[src/rtl/mem_arb_pkg.sv]
// Shared definitions for the instruction-fetch / load-store memory arbiter.
// Holds the FSM and owner encodings and the default abort timeout.
package mem_arb_pkg;

  typedef enum logic [1:0] {
    ST_IDLE = 2'd0,
    ST_REQ  = 2'd1,
    ST_RSP  = 2'd2
  } state_e;

  typedef enum logic {
    OWN_IF = 1'b0,
    OWN_LS = 1'b1
  } owner_e;

  localparam int         TIMEOUT_CYCLES_DEF = 1024;
  localparam int         DATA_W             = 32;
  localparam logic [3:0] BE_ALL             = 4'hF;

endpackage

[src/rtl/mem_arb_arb_rr2.sv]
// Two-way round-robin decision between the fetch and load/store requesters.
// When both ask, the requester that did not own the last transaction wins.
module arb_rr2
  import mem_arb_pkg::*;
(
  input  logic   req_if,
  input  logic   req_ls,
  input  owner_e last_owner,
  output logic   gnt_if,
  output logic   gnt_ls
);

  always_comb begin
    gnt_if = 1'b0;
    gnt_ls = 1'b0;
    if (req_if && req_ls) begin
      gnt_ls = (last_owner == OWN_IF);
      gnt_if = (last_owner == OWN_LS);
    end else begin
      gnt_if = req_if;
      gnt_ls = req_ls;
    end
  end

endmodule

[src/rtl/mem_arb.sv]
// Arbiter sharing one memory port between instruction fetch and load/store,
// with a single outstanding transaction and a cycle-count abort.
module mem_arb
  import mem_arb_pkg::*;
#(
  parameter int TIMEOUT_CYCLES = TIMEOUT_CYCLES_DEF
) (
  input  logic              clk,
  input  logic              rst,
  input  logic              if_req,
  input  logic [DATA_W-1:0] if_addr,
  output logic              if_gnt,
  output logic              if_rvalid,
  output logic [DATA_W-1:0] if_rdata,
  output logic              if_err,
  input  logic              ls_req,
  input  logic              ls_we,
  input  logic [3:0]        ls_be,
  input  logic [DATA_W-1:0] ls_addr,
  input  logic [DATA_W-1:0] ls_wdata,
  output logic              ls_gnt,
  output logic              ls_rvalid,
  output logic [DATA_W-1:0] ls_rdata,
  output logic              ls_err,
  output logic              mem_req,
  output logic              mem_we,
  output logic [3:0]        mem_be,
  output logic [DATA_W-1:0] mem_addr,
  output logic [DATA_W-1:0] mem_wdata,
  input  logic              mem_gnt,
  input  logic              mem_rvalid,
  input  logic [DATA_W-1:0] mem_rdata
);

  localparam int               CNT_W    = $clog2(TIMEOUT_CYCLES) + 1;
  localparam logic [CNT_W-1:0] TMO_LAST = CNT_W'(TIMEOUT_CYCLES - 1);

  function automatic logic [CNT_W-1:0] sat_inc(input logic [CNT_W-1:0] v);
    return (v == '1) ? v : v + CNT_W'(1);
  endfunction

  state_e            state, state_nx;
  owner_e            last_owner, owner_p1;
  logic [DATA_W-1:0] addr_p1, wdata_p1;
  logic [3:0]        be_p1;
  logic              we_p1;
  logic [CNT_W-1:0]  cnt, cnt_nx;

  logic gnt_if_w, gnt_ls_w, arb_en, granted;
  logic tmo, done_ok, fire;

  // Grants exist only in IDLE and never while reset holds the block.
  assign arb_en  = rst && (state == ST_IDLE);
  assign granted = gnt_if_w || gnt_ls_w;

  arb_rr2 u_arb (
    .req_if     (if_req && arb_en),
    .req_ls     (ls_req && arb_en),
    .last_owner (last_owner),
    .gnt_if     (gnt_if_w),
    .gnt_ls     (gnt_ls_w)
  );

  // A response arriving in the last allowed RSP cycle still wins over the abort.
  assign tmo     = (state != ST_IDLE) && (cnt == TMO_LAST) &&
                   !((state == ST_RSP) && mem_rvalid);
  assign done_ok = !tmo && (((state == ST_RSP) && mem_rvalid) ||
                            ((state == ST_REQ) && mem_gnt && mem_rvalid));
  assign fire    = done_ok || tmo;

  always_comb begin
    state_nx = state;
    cnt_nx   = cnt;
    unique case (state)
      ST_IDLE: begin
        if (granted) begin
          state_nx = ST_REQ;
          cnt_nx   = '0;
        end
      end
      ST_REQ: begin
        cnt_nx = sat_inc(cnt);
        if (tmo)          state_nx = ST_IDLE;
        else if (mem_gnt) state_nx = mem_rvalid ? ST_IDLE : ST_RSP;
      end
      ST_RSP: begin
        cnt_nx = sat_inc(cnt);
        if (fire) state_nx = ST_IDLE;
      end
      default: state_nx = ST_IDLE;
    endcase
  end

  // Stage p1: request captured at grant, held until the transaction ends.
  always_ff @(posedge clk or negedge rst) begin
    if (!rst) begin
      state      <= ST_IDLE;
      last_owner <= OWN_IF;
      owner_p1   <= OWN_IF;
      cnt        <= '0;
      addr_p1    <= '0;
      wdata_p1   <= '0;
      be_p1      <= '0;
      we_p1      <= 1'b0;
    end else begin
      state <= state_nx;
      cnt   <= cnt_nx;
      if (granted) begin
        owner_p1   <= gnt_ls_w ? OWN_LS : OWN_IF;
        last_owner <= gnt_ls_w ? OWN_LS : OWN_IF;
        addr_p1    <= gnt_ls_w ? ls_addr : if_addr;
        wdata_p1   <= gnt_ls_w ? ls_wdata : '0;
        be_p1      <= gnt_ls_w ? ls_be : BE_ALL;
        we_p1      <= gnt_ls_w && ls_we;
      end
    end
  end

  assign if_gnt    = gnt_if_w;
  assign ls_gnt    = gnt_ls_w;

  assign mem_req   = (state == ST_REQ) && !tmo;
  assign mem_we    = mem_req && we_p1;
  assign mem_be    = mem_req ? be_p1 : 4'h0;
  assign mem_addr  = mem_req ? addr_p1 : '0;
  assign mem_wdata = mem_req ? wdata_p1 : '0;

  assign if_rvalid = fire && (owner_p1 == OWN_IF);
  assign ls_rvalid = fire && (owner_p1 == OWN_LS);
  assign if_err    = tmo && (owner_p1 == OWN_IF);
  assign ls_err    = tmo && (owner_p1 == OWN_LS);
  assign if_rdata  = (done_ok && (owner_p1 == OWN_IF)) ? mem_rdata : '0;
  assign ls_rdata  = (done_ok && (owner_p1 == OWN_LS)) ? mem_rdata : '0;

endmodule
[config.mk]
export PLATFORM = sky130hd
export DESIGN_NAME = mem_arb
export DESIGN_NICKNAME = d
export VERILOG_FILES = /design/src/rtl/mem_arb_pkg.sv /design/src/rtl/mem_arb_arb_rr2.sv /design/src/rtl/mem_arb.sv
export SDC_FILE = /design/constraint.sdc
export NUM_CORES = 1
export LEC_CHECK = 0
export CAP_MARGIN = 0
export CORE_AREA = 3 3 114 116
export DETAILED_ROUTE_END_ITERATION = 10
export DIE_AREA = 0 0 117 119
export HOLD_SLACK_MARGIN = 0.1
export PLACE_DENSITY_LB_ADDON = 0.25
export RECOVER_POWER = 25
export SLEW_MARGIN = 20
export SYNTH_ARGS = -nofsm -noshare
export SYNTH_HDL_FRONTEND = slang
export SYNTH_SLANG_ARGS = --single-unit
[constraint.sdc]
create_clock -name clk -period 4 [get_ports clk]
set_input_delay 1.2 -clock clk [delete_from_list [all_inputs] [get_ports clk]]
set_output_delay 1.2 -clock clk [all_outputs]
set_load 0.01 [all_outputs]
==> metrics.txt <==
FF-to-FF path depth=7; Max FO, Critical Path=21; period utilization=0.995; xor/xnor cell area share of the yosys netlist=0; core box area=0.0120 mm2; Synth area leaders=dfrtp_1 (45%), and3_1 (9.4%), and2_1 (9.0%); die area=0.0139 mm2; worst slew pin tran=2.02 ns; Synth Area in Compound Gates=0.155; filler cell count in the final layout=981; Port Buffers=278; Simple-Gate Fraction of Synth Area=0.316; Setup CP Type=input port to output port; Initial Util=0.382; # diodes=0; largest family of logic cells by synthesized area=simple AND/OR/NAND/NOR gates; Worst Setup Start Kind=input port; share of cells above drive strength 1=0.106; Hold Path Depth=1; total grt overflow=0; DR vias=4952; Synth Warn #=0; Leak=0.00386 uW; relative max-transition margin=-0.345; Finish-stage setup viols=0; dpl hpwl=12.1 mm; CTS sink cnt=83; CTS HTree Levels=3; EDFF count, synth=0; vias in the first global route=4927; leading area contributor after synthesis=dfrtp_1; Max Root-Sink Buffers=2; largest net degree at the start of global routing=82; DIE HEIGHT=119 um; num ports=279; status=finished, violations left; FF+latch count, synth=83; drt wl/cell=18.2 um; fmax=251 MHz; Synth-to-Final Area Change=73.2%; Worst Path Buf+Inv=3; DR DRC count=0; max incr delay on CP=0.51 ns; CTS tree=built; final slew viol count=82; Synth Flop Type=dfrtp_1; Rows=40; Die Wd=117 um; sequential share of the synthesized area=0.453; Overall Global Routing Usage=0.237; Hold Path Class=register to register; Mapped Cells=522; Reg clk slew, reported paths=0.06 ns; RR Endpoint=cnt[6]$_DFFE_PN0P_; hold endpoint=be_p1[0]$_DFFE_PN0P_; max_cap viols=1; CP Cell Sequence=buf_2 > a211o_1 > or4_4 > buf_16 > and3_1 > dlygate4sd2_1; Post-Syn Nets=666; HP Start=be_p1[0]$_DFFE_PN0P_; Post-Synth Adder-Cell Area=0.0137; initial antenna violation count=1; first-pass GRT wire length=26.2 mm; Placer Congestion=0.854; worst reg2reg startpoint=state[1]$_DFFE_PN0P_; CTS buffer count=9; power density cells=588 mW/mm2; Post-synth top cells=dfrtp_1 (83), nand2_1 (81), and3_1 (69); Critical Path RT=2.80 ns; Setup TNS Final=0 ns; Yosys top cell area share=0.453; # nets final=939; Final ANT Viol Nets=0; Avg Cell Area, Syn=8.78 um2; Crit. End Element=output port; # hold bufs at CTS=0; Fin Hold WS=0.491 ns; Mapped Area=0.00458 mm2; arrival time at the worst endpoint=2.78 ns; most common cell in the netlist=dfrtp_1; Starting DRT DRC Count=328; Yosys cell types=42; CP max-delay cell=or4_4; violated checks=capacitance limit, slew limit; Worst VDD drop=279 uV; first drt pass iteration count=4; Root Buffer Master=clkbuf_16; Worst-Skew Late Latency=0.33 ns; drt total wl=17.3 mm; asr flop ratio synth=1.00; crit path time final=3.98 ns; Final Hold Violating Endpoints=0; multiplexer share of the synthesized area=0.0134; R2R Setup Slk=1.66 ns; skew final=0.00664 ns; drt via density=5.23; crit-path leading delay family=simple AND/OR/NAND/NOR gates
-- how the worst max path moves through the flow --
| stage | start | end | slack [ns] | depth (start not counted) |
|---|---|---|---|---|
| 2_1_floorplan | mem_rvalid | if_rvalid | 0.39 | 5 |
| 3_3_place_gp | mem_rvalid | if_rdata[1] | -0.98 | 7 |
| 3_5_place_dp | mem_rvalid | ls_rdata[15] | -1.04 | 7 |
| 4_1_cts | mem_rvalid | mem_addr[0] | -0.01 | 6 |
| 5_1_grt | mem_rvalid | if_rdata[20] | -0.007 | 9 |
| 6_report | mem_rvalid | mem_wdata[21] | 0.02 | 6 |
-- flip-flops by register name, summed over array words and instances, names as in the netlist --
| signal | count |
|---|---|
| be_p1 | 4 |
| we_p1 | 1 |
| wdata_p1 | 32 |
| addr_p1 | 32 |
| state | 2 |
| owner_p1 | 1 |
| cnt | 11 |
-- cells by family (layout without fill, tap and decap cells) --
group | count (synthesis) | in the layout
multiplexers | 6 | 6
adder cells (fa/ha/maj) | 5 | 5
AO/OA/AOI/OAI | 95 | 95
flip-flops | 83 | 83
AND/OR/NAND/NOR | 276 | 278
buffers and inverters | 57 | 333
-- cell type report --
cell class	count	area, um2	area share
Timing Repair Buffer	308	2970	0.375
Clock inverter	6	71.3	0.00898
Multi-Input combinational cell	384	2360	0.297
Sequential cell	83	2080	0.262
Inverter	9	33.8	0.00426
Tap cell	147	184	0.0232
Clock buffer	10	239	0.0301
-- worst reg2reg max path: stages (launching register included) --
cell      delay, ns
dfrtp_1        0.40
inv_1          0.12
ha_1           0.19
buf_4          0.15
o211a_2        0.69
nand2_1        0.40
nand2b_1       0.17
mux2i_1        0.08
-- stage by stage --
stage | setup WS [ns] | cells | power [uW] | util | instance area (um2)
after global placement | -0.985 | 914 | 3890 | 0.625 | 7510
after CTS | -0.0121 | 946 | 4640 | 0.656 | 7880
after global routing | -0.00662 | 947 | 4970 | 0.661 | 7940
final | 0.0214 | 947 | 4670 | 0.661 | 7940
after floorplan | 0.386 | 522 | 2660 | - | 4580
after detailed placement | -1.04 | 914 | 3970 | 0.625 | 7510
-- timing repair --
| item | in CTS | in global routing |
|---|---|---|
| cloned | 4 | 0 |
| resized for setup | 255 | 44 |
| setup buffers | 12 | 1 |
| pin swaps | 7 | 5 |
| setup endpoints to repair | 138 | 124 |
-- per-layer routing --
layer | vias to the layer above | track usage | wire length (um) | part of all wire
li1 | 2366 | - | - | -
met1 | 2405 | 0.311 | 7360 | 0.43
met2 | 153 | 0.399 | 8570 | 0.50
met3 | 26 | 0.0396 | 966 | 0.056
met4 | 2 | 0.0659 | 359 | 0.021
met5 | - | 0 | 13 | 0.00075
-- report_power, final --
part           switching [uW]  total (uW)  internal (uW)
clock                     355         864            509
sequential                200        1390           1190
combinational            1210        2410           1200
-- cells in the final DEF (no fill, tap or decap), drive strengths merged, types with 2 or more instances in the layout --
master	count
nor3b	2
nand2	81
nand2b	5
buf	46
o22a	4
dfrtp	83
nand4	3
nor3	4
clkdlybuf4s50	137
mux2i	5
a31oi	32
and3	69
nor2	36
or4	2
inv	12
ha	5
nor4	4
nand3	3
a21oi	4
o21ai	7
clkbuf	12
clkdlybuf4s15	84
dlygate4sd2	38
and2	67
a22o	33
o31ai	4
(Power assumes the default switching activity.)
